--- src/rtl/ascon_pack.sv ---
`default_nettype none
// ============================================================================
//  Module      : ascon_pack
//  Description : Shared types and constants for the iterative Ascon
//                permutation: 320-bit state type, controller state enum,
//                round-start constants and small round helpers.
//  Revision    : 1.0 - initial release
// ============================================================================
package ascon_pack;

  // Word i of the state holds Ascon lane x_i.
  typedef logic [4:0][63:0] type_state;

  typedef enum logic [1:0] {
    ST_IDLE = 2'd0,
    ST_RUN  = 2'd1,
    ST_DONE = 2'd2
  } type_fsm;

  localparam logic [3:0] C_ROUND_P12  = 4'd0;
  localparam logic [3:0] C_ROUND_P6   = 4'd6;
  localparam logic [3:0] C_ROUND_LAST = 4'd11;

  // Round constant byte: high nibble counts down from 0xF, low nibble is r.
  function automatic logic [7:0] round_const(input logic [3:0] r);
    return {4'hF - r, r};
  endfunction

  // Rotate a 64-bit lane right by n positions (n in 1..63).
  function automatic logic [63:0] ror64(input logic [63:0] x, input int unsigned n);
    return (x >> n) | (x << (32'd64 - n));
  endfunction

endpackage
`default_nettype wire

--- src/rtl/ascon_round.sv ---
`default_nettype none
// ============================================================================
//  Module      : ascon_round
//  Description : One combinational Ascon round: constant addition on lane 2,
//                bitsliced 5-bit S-box layer, then per-lane linear diffusion.
//  Revision    : 1.0 - initial release
// ============================================================================
module ascon_round
  import ascon_pack::*;
(
  input  type_state  state_i,
  input  logic [3:0] round_i,
  output type_state  state_o
);

  type_state   w_ca;
  type_state   w_sub;
  logic [63:0] w_s0, w_s1, w_s2, w_s3, w_s4;
  logic [63:0] w_t0, w_t1, w_t2, w_t3, w_t4;
  logic [63:0] w_u0, w_u1, w_u2, w_u3, w_u4;

  // Constant addition: only the low byte of lane 2 is touched.
  always_comb begin
    w_ca          = state_i;
    w_ca[2][7:0]  = state_i[2][7:0] ^ round_const(round_i);
  end

  // S-box input mixing.
  always_comb begin
    w_s0 = w_ca[0] ^ w_ca[4];
    w_s1 = w_ca[1];
    w_s2 = w_ca[2] ^ w_ca[1];
    w_s3 = w_ca[3];
    w_s4 = w_ca[4] ^ w_ca[3];
  end

  // Chi-like nonlinear core of the S-box.
  always_comb begin
    w_t0 = ~w_s0 & w_s1;
    w_t1 = ~w_s1 & w_s2;
    w_t2 = ~w_s2 & w_s3;
    w_t3 = ~w_s3 & w_s4;
    w_t4 = ~w_s4 & w_s0;
    w_u0 = w_s0 ^ w_t1;
    w_u1 = w_s1 ^ w_t2;
    w_u2 = w_s2 ^ w_t3;
    w_u3 = w_s3 ^ w_t4;
    w_u4 = w_s4 ^ w_t0;
  end

  // S-box output mixing.
  always_comb begin
    w_sub    = '0;
    w_sub[0] = w_u0 ^ w_u4;
    w_sub[1] = w_u1 ^ w_u0;
    w_sub[2] = ~w_u2;
    w_sub[3] = w_u3 ^ w_u2;
    w_sub[4] = w_u4;
  end

  // Linear diffusion: each lane XORed with two rotations of itself.
  always_comb begin
    state_o    = '0;
    state_o[0] = w_sub[0] ^ ror64(w_sub[0], 19) ^ ror64(w_sub[0], 28);
    state_o[1] = w_sub[1] ^ ror64(w_sub[1], 61) ^ ror64(w_sub[1], 39);
    state_o[2] = w_sub[2] ^ ror64(w_sub[2],  1) ^ ror64(w_sub[2],  6);
    state_o[3] = w_sub[3] ^ ror64(w_sub[3], 10) ^ ror64(w_sub[3], 17);
    state_o[4] = w_sub[4] ^ ror64(w_sub[4],  7) ^ ror64(w_sub[4], 41);
  end

endmodule
`default_nettype wire

--- src/rtl/permutation_iter.sv ---
`default_nettype none
// ============================================================================
//  Module      : permutation_iter
//  Description : Iterative Ascon permutation, one round per clock. Supports
//                p12 (rounds 0..11) and p6 (rounds 6..11). Holds the result
//                from the DONE pulse until the next accepted start.
//  Revision    : 1.0 - initial release
// ============================================================================
module permutation_iter
  import ascon_pack::*;
(
  input  logic       clock_i,
  input  logic       resetb_i,
  input  logic       start_i,
  input  logic       mode_i,
  input  type_state  state_i,
  output type_state  state_o,
  output logic       busy_o,
  output logic       done_o,
  output logic [3:0] round_o
);

  type_fsm    r_fsm;
  type_state  r_state;
  logic [3:0] r_round;
  logic       r_busy;
  logic       r_done;
  type_state  w_round_out;

  ascon_round u_round (
    .state_i (r_state),
    .round_i (r_round),
    .state_o (w_round_out)
  );

  // Controller, round counter and state register; outputs are registered.
  always_ff @(posedge clock_i) begin
    if (!resetb_i) begin
      r_fsm   <= ST_IDLE;
      r_state <= '0;
      r_round <= C_ROUND_P12;
      r_busy  <= 1'b0;
      r_done  <= 1'b0;
    end else begin
      case (r_fsm)
        ST_IDLE: begin
          if (start_i) begin
            r_state <= state_i;
            r_round <= mode_i ? C_ROUND_P6 : C_ROUND_P12;
            r_busy  <= 1'b1;
            r_fsm   <= ST_RUN;
          end
        end
        ST_RUN: begin
          r_state <= w_round_out;
          // The counter parks on the last round instead of wrapping.
          if (r_round == C_ROUND_LAST) begin
            r_done <= 1'b1;
            r_fsm  <= ST_DONE;
          end else begin
            r_round <= r_round + 4'd1;
          end
        end
        ST_DONE: begin
          r_done <= 1'b0;
          r_busy <= 1'b0;
          r_fsm  <= ST_IDLE;
        end
        default: begin
          r_done <= 1'b0;
          r_busy <= 1'b0;
          r_fsm  <= ST_IDLE;
        end
      endcase
    end
  end

  assign state_o = r_state;
  assign busy_o  = r_busy;
  assign done_o  = r_done;
  assign round_o = r_round;

endmodule
`default_nettype wire
--- config.mk ---
export PLATFORM = sky130hd
export DESIGN_NAME = permutation_iter
export DESIGN_NICKNAME = d
export VERILOG_FILES = /design/src/rtl/ascon_pack.sv /design/src/rtl/ascon_round.sv /design/src/rtl/permutation_iter.sv
export SDC_FILE = /design/constraint.sdc
export NUM_CORES = 2
export LEC_CHECK = 0
export BUFFER_PORTS_ARGS = -buffer_cell sky130_fd_sc_hd__buf_2
export CAP_MARGIN = 20
export CORE_MARGIN = 5
export CORE_UTILIZATION = 40
export DETAILED_ROUTE_END_ITERATION = 10
export MAX_ROUTING_LAYER = met4
export PLACE_DENSITY_LB_ADDON = 0.05
export SLEW_MARGIN = 20
export SYNTH_ARGS = -nofsm -noshare
export SYNTH_HDL_FRONTEND = slang
export SYNTH_SLANG_ARGS = --single-unit
--- constraint.sdc ---
create_clock -name clock_i -period 2.89 [get_ports clock_i]
set_input_delay 0.289 -clock clock_i [delete_from_list [all_inputs] [get_ports clock_i]]
set_output_delay 0.289 -clock clock_i [all_outputs]
set_load 0.05 [all_outputs]
# Yosys cells after proc, flatten, opt, wreduce, memory -nomap -nowiden
# Cells that the tools add are included.
dict set report word_totals {
  reg_bits 328
  input_bits 324
  out_inout_bits 326
  elab_cells 81
}
dict set report op_classes {
  addsub 2
  n_eq_ne 5
  muxes 13
  bitwise_logic 45
  reduce_logical 7
}
# operator n
set ops {}
lappend ops {{$xor 64x64->64} 21}
lappend ops {{$pmux 320 s2} 1}
lappend ops {{$not 64->64} 6}
lappend ops {{$and 64x64->64} 5}
lappend ops {{$mux 320} 1}
lappend ops {{$or 23x64->64} 1}
lappend ops {{$or 25x64->64} 1}
lappend ops {{$or 3x64->64} 1}
lappend ops {{$or 36x64->64} 1}
lappend ops {{$or 45x64->64} 1}
lappend ops {{$or 47x64->64} 1}
lappend ops {{$or 54x64->64} 1}
lappend ops {{$or 57x64->64} 1}
lappend ops {{$or 58x64->64} 1}
lappend ops {{$or 63x64->64} 1}
lappend ops {{$mux 4} 2}
lappend ops {{$pmux 4 s2} 1}
lappend ops {{$reduce_and 2->1} 4}
lappend ops {{$xor 8x8->8} 1}
lappend ops {{$ne 2x2->1 const B} 3}
lappend ops {{$add 4x1->4 const B} 1}
lappend ops {{$eq 4x4->1 const B} 1}
lappend ops {{$mux 2} 2}
lappend ops {{$pmux 1 s2} 2}
lappend ops {{other kinds (9)} 11}

# Depth between registers and ports, before layout
dict set report depth {
  depth_word 11
  depth_mapped 9
  ltp_nobuf 7
}

# By module
# Synthesis repeated with hierarchy kept, for this count alone.
dict set report unflattened {
  hier_cells 3419
  hier_area_um2 30691.9
}
# module n_inst cells_per_inst area_per_inst_um2 seq_area_each_um2
set by_module_without_submodules {}
lappend by_module_without_submodules {ascon_round 1 1597 15907.8 0.0}
lappend by_module_without_submodules {permutation_iter 1 1822 14784.2 6566.3}

# Worst setup path before layout
# OpenSTA, ideal clock, no wires.
dict set report synth_path {
  path_kind {reg2reg}
  from {register r_round[0] (netlist: round_o[0])}
  to {register r_state (netlist bit state_o[192])}
  setup_time_ns 0.116
  t_arrival_ns 2.384
  t_required_ns 2.774
  slack_ns 0.390
  stages_incl_launch_ff 9
  n_path_buf 1
  period_less_slack_ns 2.500
  path_cell_list {dfxtp_1 > buf_4 > xor2_1 > ha_1 > xnor2_1 > xnor2_1 > xnor2_1 > xnor2_1 > o211a_1}
}
dict set report synth_via {
  elab_chain_len 7
}
# item line
set synth_rtl {}
lappend synth_rtl {{start, declared} permutation_iter.sv:25} ;# logic [3:0] r_round;
lappend synth_rtl {{start signal, assigned} permutation_iter.sv:49} ;# r_round <= mode_i ? C_ROUND_P6 : C_ROUND_P12;
lappend synth_rtl {{start signal, assigned} permutation_iter.sv:61} ;# r_round <= r_round + 4'd1;
lappend synth_rtl {{$xor 8x8->8} ascon_round.sv:25} ;# w_ca[2][7:0] = state_i[2][7:0] ^ round_const(round_i);
lappend synth_rtl {{$xor 64x64->64} ascon_round.sv:32} ;# w_s2 = w_ca[2] ^ w_ca[1];
lappend synth_rtl {{$xor 64x64->64} ascon_round.sv:46} ;# w_u2 = w_s2 ^ w_t3;
lappend synth_rtl {{$xor 64x64->64} ascon_round.sv:57} ;# w_sub[3] = w_u3 ^ w_u2;
lappend synth_rtl {{$xor 64x64->64 (2 in a row)} ascon_round.sv:67} ;# state_o[3] = w_sub[3] ^ ror64(w_sub[3], 10) ^ ror64(w_sub[3], 17);
lappend synth_rtl {{$pmux 320 s2} permutation_iter.sv:45} ;# case (r_fsm)
lappend synth_rtl {{end signal, assigned} permutation_iter.sv:48} ;# r_state <= state_i;
lappend synth_rtl {{end signal, assigned} permutation_iter.sv:55} ;# r_state <= w_round_out;
lappend synth_rtl {{end, declared} permutation_iter.sv:24} ;# type_state r_state;
# No other way between the ends.
# A chain may end at the register's enable or synchronous reset.

# Final worst setup path
dict set report layout_path {
  from {register r_state (netlist bit state_o[114])}
  to {register r_state (netlist bit state_o[232])}
}
dict set report layout_via {
  elab_chain_len 7
}
# item line
set layout_rtl {}
lappend layout_rtl {{$xor 64x64->64} ascon_round.sv:32}
lappend layout_rtl {{$xor 64x64->64} ascon_round.sv:46}
lappend layout_rtl {{$xor 64x64->64} ascon_round.sv:57}
lappend layout_rtl {{$or 54x64->64} ascon_pack.sv:31} ;# return (x >> n) | (x << (32'd64 - n));
lappend layout_rtl {{$xor 64x64->64 (2 in a row)} ascon_round.sv:67}
lappend layout_rtl {{$pmux 320 s2} permutation_iter.sv:45}
# No other way between the ends.

==> results by group <==
CTS
  – Clock insertion delay at the later pin of the skew report: 0.61 ns
  – CTS sink count: ~330
  – CTS tree: done
  – Num CTS Buffers: 43
  – Clock Path Buffers: 3
  – Resized Gates After CTS: 0
  – Postcts setup bufs: 0
  – H-tree depth: 2
  – Clock transition at path regs: 0.07 ns
  – Hold Buf Count CTS: 0
  – Clock root buffer: clkbuf_16

Floorplan
  – Core Rows: 99
  – I/O pins: 650
  – Die Wd: 282 um
  – Die area: 79300 um2
  – Core ar.: 73100 um2
  – Die height: about 280 um
  – Initial Util: 0.404

STA
  – Final hold vios: 0
  – Max Clk Rate: about 350 MHz
  – Max-slew headroom: 0.130
  – RSZ-0062 raised after global routing: false
  – Setup TNS: 0 ns
  – Tcrit/Tclk final: 0.994
  – Final setup violation count: 0
  – Slew @ Worst Pin: 1.30 ns
  – Final Skew: between 0.03 and 0.04 ns
  – Slew Viols, Final: 0
  – Final min period: 2.87 ns

Drt
  – Drt via density: 5.50
  – DRT iter0 DRCs: 3184
  – Post-route DRC: 0
  – Via count: about 30000
  – Final ANT Viol Nets: 0
  – Pre-antenna DRT Iters: 6
  – Final WL: 165000 um
  – Routed len/inst: 30.2 um

Synthesis
  – Cells after Synth: 3553
  – #FFs+latches synth: 328
  – Synth cell types: 44
  – Yosys Warn Count: 0
  – Synthesized area: 29500 um2
  – Mean Syn Cell Area: a little over 8 um2
  – Synthesized Nets: 4006
  – Sequential area share after synthesis: 0.223
  – Ys async rst share: 0
  – Top FF cell, synth: dfxtp_1
  – Post-synth EDFFs: 0

Min path
  – Worst Hold Path EP: state_o[180]$_SDFFE_PN0P_
  – Hold path cells: 4
  – Beginning of the worst hold path: state_i[180]
  – Hold WC Path Type: primary input to flip-flop

Place
  – DP Wirelength: 138000 um
  – GP Congestion: 1.04
  – PortBufs: about 650

Critical path
  – Critical path data required time: between 3 and 4 ns
  – Worst reg-to-reg path cell count: 7
  – Reg2reg setup slack: between 0.015 and 0.02 ns
  – Startpoint Class: flip-flop
  – Crit Path Category: flip-flop to flip-flop
  – CP Capture Type: flip-flop
  – Crit-path max FO: 4
  – R2r endpoint: state_o[232]$_SDFFE_PN0P_
  – Worst Path Arrival: 3.35 ns
  – RR Startpoint: state_o[114]$_SDFFE_PN0P_

Cells and area
  – Layout area overhead: 28.4%
  – Share of cells above drive strength 1: 0.265
  – Final nets: 4909
  – Fill cells: 7487

Global routing
  – Global Route Usage Sum: 0.408
  – Total congestion overflow: 0
  – Initial antenna violation count: 10
  – Largest net degree at the start of global routing: 118
  – Vias in the first global route: 28800
  – First-pass GRT wire length: 223000 um

Run status
  – Status: finished clean

Job
  – Number of max-cap violations: 0
## synthesized netlist by cell type (11+ instances only)
master | count | share of area
nand3_1 | 95 | 0.016
inv_1 | 238 | 0.030
mux2i_1 | 70 | 0.024
xnor2_1 | 807 | 0.24
dfxtp_1 | 328 | 0.22
o311a_1 | 17 | 0.0058
buf_1 | 11 | 0.0014
nand2_1 | 627 | 0.080
a21oi_1 | 71 | 0.012
nor2_1 | 96 | 0.012
clkbuf_1 | 147 | 0.019
o211ai_1 | 229 | 0.058
maj3_1 | 61 | 0.021
xnor2_2 | 67 | 0.037
xor2_1 | 216 | 0.064
o211a_1 | 178 | 0.060
ha_1 | 129 | 0.055
buf_2 | 20 | 0.0034
and3_1 | 22 | 0.0047
o21ai_0 | 21 | 0.0036
## worst max-delay path: stages (launching register included)
cell	delay [ns]
dfxtp_1	0.40
inv_1	0.18
ha_1	0.35
xnor2_1	0.16
xnor2_1	1.02
xnor2_1	0.20
xnor2_1	0.18
o211a_1	0.24
## layout by cell type (no fill, tap or decap), types with 5 or more instances in the layout
cell type,count
xnor2_1,806
buf_2,648
nand2_1,626
buf_4,369
dfxtp_1,328
inv_1,238
o211ai_1,229
xor2_1,215
o211a_1,178
ha_1,129
nor2_1,96
nand3_1,95
a21oi_1,71
mux2i_1,70
xnor2_2,68
maj3_1,61
clkbuf_16,45
and3_1,22
o21ai_0,21
buf_12,21
o311a_1,17
clkbuf_8,13
nand2b_1,10
nor3_1,10
and2_0,10
and2_1,10
clkbuf_1,10
and4b_1,9
diode_2,7
xor2_2,7
xnor2_4,6
a2bb2oi_1,5
o22ai_1,5
## worst max-delay path by stage
stage	startpoint	end	slack (ns)
3_5_place_dp	state_o[93]$_SDFFE_PN0P_	state_o[204]$_SDFFE_PN0P_	0.18
3_3_place_gp	state_o[114]$_SDFFE_PN0P_	state_o[232]$_SDFFE_PN0P_	0.16
5_1_grt	state_o[114]$_SDFFE_PN0P_	state_o[232]$_SDFFE_PN0P_	0.07
2_1_floorplan	round_o[0]$_SDFFE_PN0P_	state_o[192]$_SDFFE_PN0P_	0.39
6_report	state_o[114]$_SDFFE_PN0P_	state_o[232]$_SDFFE_PN0P_	0.02
4_1_cts	state_o[114]$_SDFFE_PN0P_	state_o[232]$_SDFFE_PN0P_	0.15
## cells by family after synthesis
logic type / after synthesis / synth area share
buffers and inverters: 419 / 0.0545
xor gates and xnor gates: 1102 / 0.350
adders and majority gates: 190 / 0.0754
muxes: 70 / 0.0238
DFF: 328 / 0.223
AOI/OAI and AO/OA: 544 / 0.148
and+or+nand+nor: 900 / 0.126
## layer usage
layer  share of wire  global-route usage  vias to the layer above
met5               0                   -                        -
met1            0.42               0.529                    14700
met2            0.45               0.631                     1423
li1                -                   -                    13600
met4           0.053               0.167                        0
met3           0.085              0.0726                      297
## sequential cells by signal, indices dropped and copies added, names as in the netlist
| signal | flops |
|---|---|
| round_o | 4 |
| busy_o | 1 |
| state_o | 320 |
| r_fsm | 2 |
| done_o | 1 |
## through the flow
stage	hold WS, ns	util	cell area [um2]	setup WS, ns	cells
floorplan	0.512	-	29500	0.390	3553
global placement	0.437	0.499	36500	0.161	5370
detailed placement	0.440	0.499	36500	0.177	5370
CTS	0.0267	0.518	37900	0.152	5443
global route	0.0502	0.518	37900	0.0696	5450
finish	0.0423	0.518	37900	0.0173	5450
## final cells by class
| cell class | instances | area, um2 | share of cell area |
|---|---|---|---|
| Inverter | 238 | 893 | 0.0236 |
| Tap cell | 959 | 1200 | 0.0317 |
| Multi-Input combinational cell | 2806 | 21400 | 0.564 |
| Antenna cell | 7 | 17.5 | 0.000462 |
| Timing Repair Buffer | 1039 | 6450 | 0.170 |
| Clock inverter | 5 | 50.0 | 0.00132 |
| Clock buffer | 68 | 1340 | 0.0354 |
| Sequential cell | 328 | 6570 | 0.173 |
Power is not shown: default switching activity piles up to over one toggle a cycle in this logic, so the estimate is an artifact.
